===== src/rtl/multdiv_issue_ctrl.sv =====
// Execute-stage initiator for the iterative mult/div unit. Accepts one request
// at a time, pulses the start strobe, holds the operands, stalls the pipeline
// until the result arrives or the wait budget runs out, and then presents a
// single-cycle writeback. A new request may be accepted in the writeback cycle.
module multdiv_issue_ctrl #(
  parameter int unsigned DATA_W  = 32,
  parameter int unsigned REG_W   = 5,
  parameter int unsigned TIMEOUT = 40  // must be >= 2
) (
  input  logic              i_clk,
  input  logic              i_clr,
  input  logic              i_issue_valid,
  input  logic              i_issue_op,
  input  logic [DATA_W-1:0] i_issue_a,
  input  logic [DATA_W-1:0] i_issue_b,
  input  logic [REG_W-1:0]  i_issue_rd,
  output logic              o_ctrl_MULT,
  output logic              o_ctrl_DIV,
  output logic [DATA_W-1:0] o_data_operandA,
  output logic [DATA_W-1:0] o_data_operandB,
  input  logic              i_data_resultRDY,
  input  logic [DATA_W-1:0] i_data_result,
  input  logic              i_data_exception,
  output logic              o_stall,
  output logic              o_wb_valid,
  output logic [DATA_W-1:0] o_wb_data,
  output logic [REG_W-1:0]  o_wb_rd,
  output logic              o_wb_exception,
  output logic              o_busy,
  output logic              o_timeout_err
);

  localparam int unsigned CNT_W = $clog2(TIMEOUT + 1);
  localparam logic [CNT_W-1:0] CntLast = CNT_W'(TIMEOUT - 1);

  typedef enum logic [1:0] {
    StIdle  = 2'd0,
    StStart = 2'd1,
    StWait  = 2'd2,
    StDone  = 2'd3
  } state_e;

  state_e             r_state;
  state_e             w_state_d;
  logic [CNT_W-1:0]   r_cnt;
  logic [CNT_W-1:0]   w_cnt_d;
  logic               r_op;
  logic [DATA_W-1:0]  r_a;
  logic [DATA_W-1:0]  r_b;
  logic [REG_W-1:0]   r_rd;
  logic [DATA_W-1:0]  r_wb_data;
  logic               r_wb_exc;
  logic               r_timeout_err;
  logic               w_latch;
  logic               w_cap_rdy;
  logic               w_cap_to;

  // Next-state logic: decide transitions, request latching and result capture.
  always_comb begin
    w_state_d = r_state;
    w_cnt_d   = r_cnt;
    w_latch   = 1'b0;
    w_cap_rdy = 1'b0;
    w_cap_to  = 1'b0;
    unique case (r_state)
      StIdle: begin
        if (i_issue_valid) begin
          w_latch   = 1'b1;
          w_state_d = StStart;
        end
      end
      StStart: begin
        // A ready seen here belongs to an earlier op and is ignored.
        w_cnt_d   = '0;
        w_state_d = StWait;
      end
      StWait: begin
        w_cnt_d = r_cnt + CNT_W'(1);
        // Ready takes priority over an expiring wait budget.
        if (i_data_resultRDY) begin
          w_cap_rdy = 1'b1;
          w_state_d = StDone;
        end else if (r_cnt == CntLast) begin
          w_cap_to  = 1'b1;
          w_state_d = StDone;
        end
      end
      StDone: begin
        if (i_issue_valid) begin
          w_latch   = 1'b1;
          w_state_d = StStart;
        end else begin
          w_state_d = StIdle;
        end
      end
      default: w_state_d = StIdle;
    endcase
  end

  // State register and wait counter.
  always_ff @(posedge i_clk or posedge i_clr) begin
    if (i_clr) begin
      r_state <= StIdle;
      r_cnt   <= '0;
    end else begin
      r_state <= w_state_d;
      r_cnt   <= w_cnt_d;
    end
  end

  // Request latch: operands stay stable from the start pulse through writeback.
  always_ff @(posedge i_clk or posedge i_clr) begin
    if (i_clr) begin
      r_op <= 1'b0;
      r_a  <= '0;
      r_b  <= '0;
      r_rd <= '0;
    end else if (w_latch) begin
      r_op <= i_issue_op;
      r_a  <= i_issue_a;
      r_b  <= i_issue_b;
      r_rd <= i_issue_rd;
    end
  end

  // Writeback capture: unit result on ready, zero with exception on timeout.
  always_ff @(posedge i_clk or posedge i_clr) begin
    if (i_clr) begin
      r_wb_data <= '0;
      r_wb_exc  <= 1'b0;
    end else if (w_cap_rdy) begin
      r_wb_data <= i_data_result;
      r_wb_exc  <= i_data_exception;
    end else if (w_cap_to) begin
      r_wb_data <= '0;
      r_wb_exc  <= 1'b1;
    end
  end

  // Sticky timeout flag, cleared only by reset.
  always_ff @(posedge i_clr or posedge i_clk) begin
    if (i_clr) begin
      r_timeout_err <= 1'b0;
    end else if (w_cap_to) begin
      r_timeout_err <= 1'b1;
    end
  end

  // Output decode from state; stall also covers a request waiting to be accepted.
  always_comb begin
    o_ctrl_MULT     = (r_state == StStart) & ~r_op;
    o_ctrl_DIV      = (r_state == StStart) & r_op;
    o_data_operandA = r_a;
    o_data_operandB = r_b;
    o_wb_valid      = (r_state == StDone);
    o_wb_data       = r_wb_data;
    o_wb_rd         = r_rd;
    o_wb_exception  = r_wb_exc;
    o_busy          = (r_state != StIdle);
    o_timeout_err   = r_timeout_err;
    o_stall         = (r_state == StStart) | (r_state == StWait) |
                      (((r_state == StIdle) | (r_state == StDone)) & i_issue_valid);
  end

  // The two start strobes are mutually exclusive.
  a_pulse_excl: assert property (@(posedge i_clk) disable iff (i_clr)
    !(o_ctrl_MULT && o_ctrl_DIV));

endmodule


===== config.mk =====
export PLATFORM = sky130hd
export DESIGN_NAME = multdiv_issue_ctrl
export DESIGN_NICKNAME = d
export VERILOG_FILES = /design/src/rtl/multdiv_issue_ctrl.sv
export SDC_FILE = /design/constraint.sdc
export NUM_CORES = 1
export LEC_CHECK = 0
export BUFFER_PORTS_ARGS = -buffer_cell sky130_fd_sc_hd__buf_2
export CAP_MARGIN = 20
export CORE_MARGIN = 2
export CORE_UTILIZATION = 46
export CTS_CLUSTER_DIAMETER = 80
export DETAILED_ROUTE_END_ITERATION = 6
export PLACE_DENSITY = 0.76
export SYNTH_ARGS = -nofsm -noshare
export SYNTH_HDL_FRONTEND = slang
export SYNTH_SLANG_ARGS = --single-unit
export TNS_END_PERCENT = 20

===== constraint.sdc =====
create_clock -name i_clk -period 7.29 [get_ports i_clk]
set_input_delay 0.729 -clock i_clk [delete_from_list [all_inputs] [get_ports i_clk]]
set_output_delay 0.729 -clock i_clk [all_outputs]
set_load 0.05 [all_outputs]

==> reports/metrics.csv <==
metric;value;unit
antenna_found_initial;0;
drv_slew;0;
first_pass_iters;4;
seq_area;2800;µm²
hold_violations;0;
synth_edf_count;0;
tns;0;ns
nFillCells;744;
synth.top_cell.area_share;64.1;%
cts_buffer_depth;2;
synthArstFlopShare;100;%
setup_viol;0;
antenna_left;0;
portBuffers;214;
relSlewSlack;48.0;%
multiInputGateArea;1430;µm²
fin_util;61.8;%
clock_latency;0.36;ns
netlist_area;4370;µm²
cts_hold_buf;0;
run_status;finished clean;
drive_above_1_share;61.7;%
wl_per_cell;15.0;µm
cts_root_buf;clkbuf_8;
rows;35;
ios;215;
die_w;102;µm
area_delta_synth_final;30.6;%
arrival;1.87;ns
cts_max_level;3;
synth_area_leaders;dfrtp_1, mux2_2, a22o_1;
synth_most_common_cell;dfrtp_1;
rsz0062_at_grt;false;
fin_crit_sh;35.7;%
core;9240;µm²
hp-class;in2async;
synth_nets;402;
synthFlopType;dfrtp_1;
cp.required;6.56;ns
finClkSkew;0.0140;ns
period_needed;2.60;ns
syn_inst;289;
overflow;0;
worstMarginPinSlew;0.780;ns
placedCellCount;617;
ys_seq_area_share;64.1;%
cts_resized;0;
final_area;5710;µm²
clock.fmax;0.384;GHz
cp_max_fo;13;
maxCapViolCount;0;
postCtsSetupBuffers;0;
drtIter0Drc;65;
synth_largest_area_cell;dfrtp_1;
placed_area;5520;µm²
die_area;10300;µm²
clk_pin_slew;0.11;ns
cts_made_buffers;9;
grtUsageTotal;18.0;%
vias;3124;
synth.distinct_cells;32;
path_class;reg2out;
ys_ff_latch;112;
fin_cells;633;
synth_common_cells;dfrtp_1, mux2_2, a22o_1;
die_y;102;µm
hpwl;7.18;mm
fin_nets;613;
cp-start-kind;register;
cts_tree;built;
grt_pass1_vias;2998;
avgSynthCellArea;15.1;µm²
start_util;47.3;%
drc;0;
diodes;0;
ys_warn_count;0;
crit_path_end_kind;output pin;
place_congestion;0.748;
routed_wl;9.52;mm
grt_pass1_wl;14.5;mm
clkSinkCount;112;
viasPerCell;4.94;
grt_max_degree;66;
cell usage in the layout, fill, tap and decap left out, types with 2 or more instances in the layout:
cell / Yosys / routed
nand2_1: 5 / 5
ha_1: 6 / 6
dfrtp_1: 112 / 112
inv_1: 9 / 8
and2_1: 3 / 3
mux2_2: 71 / 71
a22o_1: 30 / 30
nand3_1: 4 / 4
inv_6: 0 / 2
clkbuf_8: 0 / 9
buf_4: 3 / 2
nor2_1: 2 / 2
o21ai_0: 7 / 7
a21oi_1: 3 / 3
buf_2: 7 / 214
nor2b_1: 4 / 3
a22o_2: 2 / 2
clkinv_2: 0 / 2
logic make-up (layout without fill, tap and decap cells):
kind of cell	Yosys count	after routing	synth area share [%]
mux	71	71	18.3
simple gates	26	26	3.49
xor+xnor	1	1	0.200
flops	112	112	64.1
fa+ha+maj	6	6	1.72
compound gates	47	47	8.81
buf+inv	26	241	3.40
final cells by class:
cell class | instances | share of cell area (%)
clock buffer | 9 | 2.17
tap | 129 | 2.83
sequential | 112 | 49.1
multi-input combinational | 151 | 25.0
clock inverter | 6 | 0.767
timing repair buffer | 217 | 19.5
inverter | 9 | 0.635
layer usage:
metal  vias to the layer above  track usage (%)  share of wire, %
li1                       1447                -                 -
met1                      1511             23.1                42
met2                       155             30.1                49
met3                        11             3.93               7.9
met4                         0             6.34               1.3
met5                         -                0                 0
stage by stage:
step	worst slack (ns)	hold WS, ns
after floorplan	3.60	0.496
after global placement	4.88	0.441
after detailed placement	4.79	0.454
after CTS	4.66	0.427
after global routing	4.60	0.446
final	4.69	0.412
critical path, stage by stage (launching register included):
cell     delay (ns)
dfrtp_1        0.42
inv_1          0.10
ha_1           0.44
or2_2          0.34
buf_2          0.21
worst paths after layout:
path | to | cells after the start | startpoint | slack, ns
min reg2reg | o_timeout_err | 1 | o_timeout_err | 0.48
min | o_data_operandB[20] | 2 | i_clr | 0.41
max reg2reg | o_data_operandA[0] | 5 | r_state[1] | 4.81
max | o_stall | 4 | r_state[1] | 4.69
max in group asynchronous | o_data_operandA[12] | 3 | i_clr | 5.66
min in group i_clk | o_timeout_err | 1 | o_timeout_err | 0.48
state kept, by name, indices dropped and copies added (netlist names):
signal           count
o_data_operandA     32
o_data_operandB     32
o_timeout_err        1
o_wb_data           32
o_wb_exception       1
o_wb_rd              5
r_cnt                6
r_op                 1
r_state              2
Power is not shown: default switching activity piles up to over one toggle a cycle in this logic, so the estimate is an artifact.
